$ cat config.mk
export PLATFORM = sky130hd
export DESIGN_NAME = booth_mult_arbiter
export DESIGN_NICKNAME = d
export VERILOG_FILES = /design/src/rtl/booth_mult_arbiter.sv
export SDC_FILE = /design/constraint.sdc
export NUM_CORES = 1
export LEC_CHECK = 0
export BUFFER_PORTS_ARGS = -buffer_cell sky130_fd_sc_hd__buf_2
export CAP_MARGIN = 20
export CELL_PAD_IN_SITES_DETAIL_PLACEMENT = 1
export CELL_PAD_IN_SITES_GLOBAL_PLACEMENT = 2
export CORE_MARGIN = 2
export CORE_UTILIZATION = 30
export DETAILED_ROUTE_END_ITERATION = 8
export PLACE_DENSITY_LB_ADDON = 0.1
export SYNTH_ARGS = -nofsm -noshare
export SYNTH_HDL_FRONTEND = slang
export SYNTH_SLANG_ARGS = --single-unit
export TNS_END_PERCENT = 30
$ cat constraint.sdc
create_clock -name clk -period 10.6 [get_ports clk]
set_input_delay 1.06 -clock clk [delete_from_list [all_inputs] [get_ports clk]]
set_output_delay 1.06 -clock clk [all_outputs]
set_load 0.02 [all_outputs]
$ cat src/rtl/booth_mult_arbiter.sv
// Round-robin shared sequential radix-2 Booth multiplier.
// Grants one requester at a time, retires one multiplier bit per cycle, returns a tagged 2N-bit product.
module booth_mult_arbiter #(
  parameter int N       = 32,
  parameter int NUM_REQ = 4,
  localparam int IW     = (NUM_REQ > 1) ? $clog2(NUM_REQ) : 1
) (
  input  logic                 clk,
  input  logic                 rst,
  input  logic [NUM_REQ-1:0]   req_valid,
  output logic [NUM_REQ-1:0]   req_ready,
  input  logic [NUM_REQ*N-1:0] req_a,
  input  logic [NUM_REQ*N-1:0] req_b,
  output logic                 rsp_valid,
  input  logic                 rsp_ready,
  output logic [IW-1:0]        rsp_id,
  output logic [2*N-1:0]       rsp_product
);

  localparam int CW = $clog2(N);

  typedef enum logic [1:0] {IDLE, RUN, DONE} state_t;

  state_t                state;
  logic [IW-1:0]         last_grant;
  logic [IW-1:0]         op_id;
  logic [CW-1:0]         cnt;
  logic signed [N:0]     acc;
  logic signed [N:0]     mcand;
  logic [N-1:0]          mplr;
  logic                  qm1;

  logic                  gnt_found;
  logic [IW-1:0]         gnt_idx;
  logic [IW-1:0]         cand;
  logic [N-1:0]          sel_a;
  logic [N-1:0]          sel_b;
  logic [2*N+1:0]        step;

  // One Booth step: add/subtract the sign-extended multiplicand, then
  // arithmetic-shift {A,Q,Q(-1)} right. Result packs {A', Q', Q(-1)'}.
  function automatic logic [2*N+1:0] booth_step(
    input logic signed [N:0] a,
    input logic signed [N:0] m,
    input logic [N-1:0]      q,
    input logic              qm
  );
    logic signed [N:0] s;
    case ({q[0], qm})
      2'b10:   s = a - m;
      2'b01:   s = a + m;
      default: s = a;
    endcase
    return {s[N], s, q};
  endfunction

  always_comb begin
    gnt_found = 1'b0;
    gnt_idx   = '0;
    cand      = '0;
    for (int k = 1; k <= NUM_REQ; k++) begin
      cand = IW'((int'(last_grant) + k) % NUM_REQ);
      if (!gnt_found && req_valid[cand]) begin
        gnt_found = 1'b1;
        gnt_idx   = cand;
      end
    end
  end

  always_comb begin
    req_ready = '0;
    if (state == IDLE && !rst && gnt_found) req_ready[gnt_idx] = 1'b1;
  end

  assign sel_a = req_a[int'(gnt_idx)*N +: N];
  assign sel_b = req_b[int'(gnt_idx)*N +: N];
  assign step  = booth_step(acc, mcand, mplr, qm1);

  always_ff @(posedge clk) begin
    if (rst) begin
      state       <= IDLE;
      rsp_valid   <= 1'b0;
      rsp_id      <= '0;
      rsp_product <= '0;
      cnt         <= '0;
      last_grant  <= IW'(NUM_REQ - 1);
    end else begin
      case (state)
        IDLE: begin
          if (gnt_found) begin
            mcand      <= {sel_a[N-1], sel_a};
            mplr       <= sel_b;
            acc        <= '0;
            qm1        <= 1'b0;
            cnt        <= '0;
            op_id      <= gnt_idx;
            last_grant <= gnt_idx;
            state      <= RUN;
          end
        end
        RUN: begin
          acc  <= step[2*N+1:N+1];
          mplr <= step[N:1];
          qm1  <= step[0];
          cnt  <= cnt + CW'(1);
          // Last step: low 2N bits of {A,Q} are the exact product.
          if (cnt == CW'(N - 1)) begin
            state       <= DONE;
            rsp_valid   <= 1'b1;
            rsp_product <= step[2*N:1];
            rsp_id      <= op_id;
          end
        end
        DONE: begin
          if (rsp_ready) begin
            rsp_valid <= 1'b0;
            state     <= IDLE;
          end
        end
        default: state <= IDLE;
      endcase
    end
  end

endmodule

Yosys cells after proc, flatten, opt, wreduce, memory -nomap -nowiden:

Cells that the tools add are included.

* add/subtract/negate cells: 7
* $lt $le $gt $ge: 6
* eq/ne operators: 8
* shifts and indexed selects: 2
* mux-type cells: 35
* bitwise gates (word level): 1
* reductions and logical operators: 20

Operators with widths (count)
* $shiftx A128 B8 Y32: 2
* $pmux W33 S2: 2
* $pmux W32 S2: 1
* $add A33 B32 Y33: 1
* $mux W33: 1
* $sub A33 B32 Y33: 1
* $mux W32: 1
* $lt A2 B3 Y1 const B: 5
* $mux W2: 7
* $mux W1: 12
* $reduce_and A3 Y1: 4
* $pmux W5 S2: 1
* $bmux W1 S2: 4
* $logic_and A1 B1 Y1: 6
* $ne A2 B2 Y1 const B: 3
* $pmux W2 S3: 1
* $reduce_and A2 Y1: 3
* $add A5 B1 Y5 const B: 1
* $eq A5 B5 Y1 const B: 1
* $mux W5: 1
* $add A2 B1 Y2 const B: 2
* $add A2 B2 Y2 const B: 2
* $eq A2 B1 Y1 const B: 2
* $eq A2 B2 Y1 const B: 2
* other kinds (8): 13

* flip-flop bits (word level): 176
* input bits: 263
* output and inout bits: 71
* word-level logic and storage cells: 90

Logic depth before layout (Yosys ltp):

Gate-level depths: netlist of the first run.

* depth after elaboration: 18
* gate-level depth with buffers: 18

Worst setup path after synthesis of the first run:

OpenSTA, ideal clock, no wires.

* path type: input -> register
* start point: input port rst
* end point: register acc[0], enable pin
* setup time: 0.489 ns
* arrival time: 4.212 ns
* required time: 10.111 ns
* slack: 5.900 ns
* stages: 3
* buffers on the path: 2
* cell sequence: clkbuf_1 clkbuf_1 nor2_1

* cells in the longest elaborated chain, start to end: 2

RTL lines
* start, declared: line 9 `input logic rst,`
* $not A1 Y1 (no source line)
* $reduce_and A3 Y1 (no source line)
* end signal, assigned: line 102 `acc <= step[2*N+1:N+1];`
* end, declared: line 28 `logic signed [N:0] acc;`

No other way between the ends.
A chain may end at the register's enable or synchronous reset.

Final worst setup path of the first run:

* start point: register mcand[3]
* end point: register acc[27], data pin

* cells in the longest elaborated chain, start to end: 3

RTL lines
* start, declared: line 29 `logic signed [N:0] mcand;`
* start signal, assigned: line 91 `mcand <= {sel_a[N-1], sel_a};`
* $add A33 B32 Y33 / $sub A33 B32 Y33 (equally long branches): line 51, 50
* $pmux W33 S2 (*): line 49 `case ({q[0], qm})`
* $pmux W33 S2 (*): line 88 `case (state)`

Every way passes the cells marked *; elsewhere a longest branch is shown, timed or not.

==> out/metrics.csv, run 1 <==
stage,metric,value,unit
clock_tree,numCtsBuffers,17,
synthesis,synth.area.top_cells,"edfxtp_1, dfxtp_1, nand2_1",
floorplanning,initial_utilization,0.305,
timing,rsz0062_at_grt,false,
routing,drc,0,
global_route,antenna_found_initial,2,
clock_tree,clk_latency,450,ps
timing,period_share,0.436,
clock_tree,clock_sinks,175,
hold_path,min_path_type,flop to flop,
final_layout,multi_input_area,6240,um2
routing,avgViaCountPerCell,5.08,
global_route,track_usage,0.210,
outcome,status,"finished, final reports clean",
timing,slew_headroom,0.345,
clock_tree,htreeDepth,4,
final_layout,register_area,4490,um2
synthesis,seq_area_frac_synth,0.404,
clock_tree,cts_tree,done,
timing,tns,0,ps
timing,worst_slew_pin_slew,981,ps
clock_tree,post_cts_buffers,0,
synthesis,yosysTopAreaCell,edfxtp_1,
global_route,grt_max_degree,109,
routing,drt_iter0_markers,561,
timing,finClkSkew,20.9,ps
clock_tree,cts-root-buf,clkbuf_16,
clock_tree,ctsHoldBuffers,0,
synthesis,yosys_warnings,0,
timing,min_period,4620,ps
critical_path,crit_path_start_kind,flop,
synthesis,synth_flop_cell,edfxtp_1,
clock_tree,cts_resized,0,
routing,ant_nets,0,
final_layout,fill_cells,4463,
clock_tree,clock_path_buffers,2,
power_and_ir_drop,p_per_area,168,nW/um2
critical_path,worstPathRequired,10770,ps
global_route,grt_overflow_total,0,
power_and_ir_drop,ir_drop,0.0000856,V
critical_path,cpPeakStageDelay,440,ps
power_and_ir_drop,leakage,5.95,nW
global_route,grt_pass1_vias,11400,
floorplanning,fp.dieW,197,um
synthesis,synthesis.area,11100,um2
timing,drv_slew,0,
floorplanning,std_cell_rows,70,
synthesis,synth_cell_types,70,
synthesis,ys_seq_elements,175,
synthesis,synth_top_area_share,0.267,
global_route,grt_pass1_wl,63.8,mm
routing,num_vias,11100,
timing,hold_violations,0,
critical_path,r2r_cells,17,
power_and_ir_drop,totalPowerFinal,0.00231,W
routing,routed_wl,40.6,mm
clock_tree,clkSlewWorstSetupHoldPaths,80,ps
synthesis,netlist_instances,1435,
hold_path,min_path_cells,2,
critical_path,worstPathMaxFanout,7,
critical_path,setup.worst_path.class,flop to flop,
floorplanning,die_area,38600,um2
timing,setup_viol,0,
routing,dr.pass1.iters,4,
critical_path,crit_arrival,4800,ps
synthesis,async_reset_ff_frac,0,
synthesis,syn_area_per_cell,7.75,um2
floorplanning,core_area,36500,um2
critical_path,cp_slowest_cell,edfxtp_1,
final_layout,area_delta_synth_final,23.6,%
synthesis,synth-edff-count,99,
timing,fmax,0.216,GHz
final_layout,drive_above_1_share,0.233,
routing,wire_per_inst,18.6,um
critical_path,crit_chain,nor3_1 -> nor3b_1 -> nand2_1 -> nor2_1 -> and3_1 -> and3_1 -> a21oi_1 -> xor2_1 -> ha_1 -> a211o_1 -> a21oi_1 -> o21a_1 -> nor2_1 -> a311oi_1 -> o41ai_1 -> a41oi_1 -> nor3_1,
floorplanning,pin_count,334,
synthesis,synth_fp_nets,1735,
critical_path,end_kind,flop,
placement,place.gp.congestion,0.848,
placement,portBuffers,333,
placement,dp_hpwl,30.8,mm
final_layout,nNetsFinal,2005,
floorplanning,die_height,197,um
run,drv_cap,0,
-- cell families after synthesis --
family,synth area share
adder cells (fa/ha/maj),0.0423
multiplexers,0.0136
AO/OA/AOI/OAI,0.188
XOR/XNOR,0.0449
flip-flops,0.404
buffers and inverters,0.0384
AND/OR/NAND/NOR,0.269
-- Yosys cell counts, types with 4 or more instances --
library cell,n
o21ai_0,99
and3_1,41
a21o_1,8
nor2_1,201
nor3b_1,4
buf_1,9
a211oi_1,17
xnor2_1,21
nand4_1,5
dfxtp_1,76
ha_1,36
nor2b_1,6
a211o_1,6
o21bai_1,5
and2_1,4
a21oi_1,111
nor3_1,21
nand3b_1,4
clkbuf_1,82
xor2_1,36
mux2i_1,14
inv_1,18
nand2_1,328
o211ai_1,4
o21a_1,7
nor4_1,8
a31oi_1,45
o31a_1,4
nand2b_1,6
nand3_1,50
edfxtp_1,99
-- power by group --
group | switching [W] | total [W] | internal [W]
clock network | 0.000310 | 0.000624 | 0.000314
registers | 0.0000412 | 0.000833 | 0.000792
logic | 0.000535 | 0.000849 | 0.000314
-- cells in the final DEF, fill, tap and decap left out, drive strengths merged, types with 14 or more instances in the layout --
| cell type | synthesis | final |
|---|---|---|
| a31oi | 45 | 45 |
| ha | 36 | 36 |
| dfxtp | 76 | 76 |
| xnor2 | 21 | 21 |
| a211oi | 20 | 20 |
| xor2 | 36 | 36 |
| mux2i | 14 | 14 |
| nor3 | 24 | 24 |
| a21oi | 113 | 113 |
| clkbuf | 82 | 18 |
| nand2 | 328 | 328 |
| and3 | 41 | 41 |
| buf | 11 | 344 |
| nor2 | 201 | 201 |
| o21ai | 100 | 100 |
| edfxtp | 99 | 99 |
| inv | 18 | 26 |
| nand3 | 50 | 50 |
-- registers in the layout, indices dropped and copies added (netlist names) --
register,cells
rsp_product,64
last_grant,2
mcand,32
qm1,1
state,2
rsp_valid,1
rsp_id,2
mplr,32
acc,32
cnt,5
op_id,2
-- final timing paths --
kind	from	to	slack (ps)
setup / recovery	mcand[3]$_DFFE_PP_	acc[27]$_SDFFCE_PN0P_	5980
hold / removal	rsp_id[0]$_SDFFE_PP0P_	rsp_id[0]$_SDFFE_PP0P_	450
setup reg to reg	mcand[3]$_DFFE_PP_	acc[27]$_SDFFCE_PN0P_	5980
hold reg to reg	rsp_id[0]$_SDFFE_PP0P_	rsp_id[0]$_SDFFE_PP0P_	450
-- per-layer routing --
metal  track usage  share of wire  up-vias
met1         0.276           0.46     5274
li1              -              -     5573
met4        0.0466          0.012        2
met2         0.351           0.47      230
met3        0.0489          0.051       29
met5             0        0.00032        -
-- area by class of cell --
type,count,share of cell area
inverter,20,0.00564
sequential,175,0.327
tap,468,0.0426
multi-input combinational,1147,0.454
timing repair buffer,344,0.129
antenna,1,0.000182
clock buffer,18,0.0312
clock inverter,14,0.0108
-- through the flow --
step / instances / setup slack (ps) / hold slack [ps] / util / instance area (um2)
6_report: 2187 / 5980 / 452 / 0.376 / 13700
5_1_grt: 2186 / 5590 / 472 / 0.376 / 13700
4_1_cts: 2185 / 6010 / 455 / 0.376 / 13700
3_5_place_dp: 2153 / 6010 / 447 / 0.360 / 13100
3_3_place_gp: 2153 / 6170 / 439 / 0.360 / 13100
2_1_floorplan: 1435 / 5900 / 466 / - / 11100
-- critical path: cells and delay by family (launching register included) --
| kind | cells | cell delay (ps) |
|---|---|---|
| simple gates | 8 | 1840 |
| fa+ha+maj | 1 | 390 |
| flops | 1 | 440 |
| compound gates | 7 | 1520 |
| xor+xnor | 1 | 180 |
Note: power is estimated with default switching activity, not from simulation.
==> run 2, diff against run 1 <==
--- a/config.mk
+++ b/config.mk
@@ -10,7 +10,7 @@
 export CELL_PAD_IN_SITES_DETAIL_PLACEMENT = 1
 export CELL_PAD_IN_SITES_GLOBAL_PLACEMENT = 2
 export CORE_MARGIN = 2
-export CORE_UTILIZATION = 30
+export CORE_UTILIZATION = 29
 export DETAILED_ROUTE_END_ITERATION = 8
 export PLACE_DENSITY_LB_ADDON = 0.1
 export SYNTH_ARGS = -nofsm -noshare
==> constraint.sdc (replaced) <==
create_clock -name clk -period 4.51 [get_ports clk]
set_input_delay 0.451 -clock clk [delete_from_list [all_inputs] [get_ports clk]]
set_output_delay 0.451 -clock clk [all_outputs]
set_load 0.02 [all_outputs]
==> run 2 against run 1 <==
First-iteration DRC count shrank 0.89%. Routed wire length grew 4.4%. Sequential share of layout area shrank 0.41 points. Non-clock buffer count grew 7. Sequential power grew 140%. Critical endpoint unchanged. Global-route usage grew 0.12 points. Largest power group unchanged.
==> out/metrics.csv, run 2 (synthesis gave the netlist of run 1 again) <==
stage,metric,value,unit
outcome,status,"finished, final reports clean",
clock_tree,clk_latency,450,ps
final_layout,layoutNonFillerInstCount,2236,
timing,hold_violations,0,
hold_path,min_path_type,primary input to flop,
critical_path,cp_num_buf_inv,0,
routing,ant_nets,0,
routing,dr_wl_met2,20.0,mm
clock_tree,clkSlewWorstSetupHoldPaths,80,ps
critical_path,crit_path_start_kind,flop,
placement,pre_cts_ws,141,ps
clock_tree,cts-root-buf,clkbuf_16,
critical_path,cp_slowest_cell,edfxtp_1,
routing,wire_per_inst,18.9,um
routing,wl_met3,2.33,mm
power_and_ir_drop,leakage,6.01,nW
critical_path,end_kind,flop,
critical_path,crit_family,compound AO/OA/AOI/OAI gates,
timing,period_share,0.943,
timing,rsz0062_at_grt,false,
final_layout,finalInstanceArea,13900,um2
final_layout,largest-register,rsp_product,
floorplanning,pin_count,334,
critical_path,crit_arrival,4430,ps
timing,drv_slew,0,
timing,tns,0,ps
routing,routed_wl,42.4,mm
floorplanning,fp.dieW,200,um
routing,dr.max_layer_used,met5,
power_and_ir_drop,ir_drop,0.000174,V
global_route,track_usage,0.211,
final_layout,largest_reg_flops,64,
final_layout,final_cell_mix,"buf_2, nand2_1, nor2_1",
global_route,grt_max_degree,131,
run,drv_cap,0,
timing,min_period,4250,ps
global_route,grt_pass1_wl,64.7,mm
critical_path,worstPathMaxFanout,7,
routing,avgViaCountPerCell,4.97,
global_route,grt_pass1_vias,11300,
final_layout,drive_above_1_share,0.241,
timing,setup_viol,0,
timing,finClkSkew,22.7,ps
routing,met1_length,19.8,mm
global_route,grt_overflow_total,0,
final_layout,diodes,0,
global_route,antenna_found_initial,3,
timing,worst_slew_pin_slew,1030,ps
floorplanning,die_height,200,um
routing,num_vias,11100,
clock_tree,htreeDepth,4,
routing,dr.pass1.iters,4,
final_layout,final_common_cell,buf_2,
critical_path,setup.worst_path.class,flop to flop,
timing,whs,286,ps
critical_path,worstPathRequired,4680,ps
timing,fmax,0.235,GHz
placement,dp_hpwl,32.1,mm
final_layout,nNetsFinal,2012,
floorplanning,core_area,37800,um2
clock_tree,post_cts_buffers,0,
final_layout,area_delta_synth_final,25.2,%
critical_path,crit_chain,nor3_4 -> nand2_1 -> nor2_1 -> and3_1 -> and3_1 -> a21oi_1 -> xor2_1 -> ha_1 -> a211o_1 -> a21oi_2 -> o21a_1 -> nor2_1 -> a311oi_1 -> o41ai_1 -> a41oi_2 -> nor3_1,
clock_tree,numCtsBuffers,17,
critical_path,cpPeakStageDelay,450,ps
timing,final.setup.worst_slack,255,ps
placement,dp_cells,2204,
placement,place.gp.congestion,0.846,
routing,drt_iter0_markers,556,
clock_tree,cts_resized,0,
floorplanning,initial_utilization,0.295,
placement,placed_cell_area,13300,um2
floorplanning,die_area,39900,um2
timing,slew_headroom,0.312,
clock_tree,clock_sinks,175,
power_and_ir_drop,p_per_area,399,nW/um2
routing,drc,0,
clock_tree,clock_path_buffers,2,
placement,portBuffers,333,
clock_tree,ctsHoldBuffers,0,
clock_tree,cts_tree,done,
floorplanning,std_cell_rows,71,
run 2: cell types whose count changed in the layout (fill, tap and decap cells not counted), sizes merged:
cell	before	now
clkinv	6	4
diode	1	0
inv	26	28
buf	344	351
bufinv	0	1
clkinvlp	2	1
run 2: cell type report:
class                   count  area, um2
well taps                 511        639
repair buffers            351       1840
multi-input cells        1147       6270
fillers                  4664      23800
inverters                  20       77.6
flip-flops and latches    175       4490
clock inverters            14        165
clock buffers              18        439
run 2: tightest hold or removal path: stages:
cell and delay (ps):
buf_2 90, nor2_1 40, nand2_1 50, a21oi_1 50
run 2: path summary, 6_finish.rpt:
check                                             startpoint  cells past startpoint  slack [ps]                            to
worst min register to register  rsp_product[16]$_SDFFE_PP0P_                      2         460  rsp_product[16]$_SDFFE_PP0P_
worst min-delay path                               rsp_ready                      4         290         state[1]$_SDFFE_PP0P_
worst max register to register           mcand[10]$_DFFE_PP_                     16         260         acc[27]$_SDFFCE_PN0P_
worst max-delay path                     mcand[10]$_DFFE_PP_                     16         260         acc[27]$_SDFFCE_PN0P_
run 2: metal layers:
layer  up-vias  global-route usage
li1       5583                   -
met1      5301               0.287
met2       219               0.344
met3        14              0.0517
met4         6              0.0362
met5         -                   0
run 2: stage by stage:
stage               power (W)  utilization
floorplan             0.00335            -
global placement      0.00402        0.352
detailed placement    0.00404        0.352
CTS                   0.00562        0.368
global route          0.00594        0.369
finish                0.00556        0.369
run 2: power breakdown:
| group | total [W] | switching [W] | internal (W) |
|---|---|---|---|
| Combinational | 0.00204 | 0.00128 | 0.000767 |
| Sequential | 0.00196 | 0.0000973 | 0.00186 |
| Clock | 0.00156 | 0.000749 | 0.000810 |
| Total | 0.00556 | 0.00212 | 0.00344 |
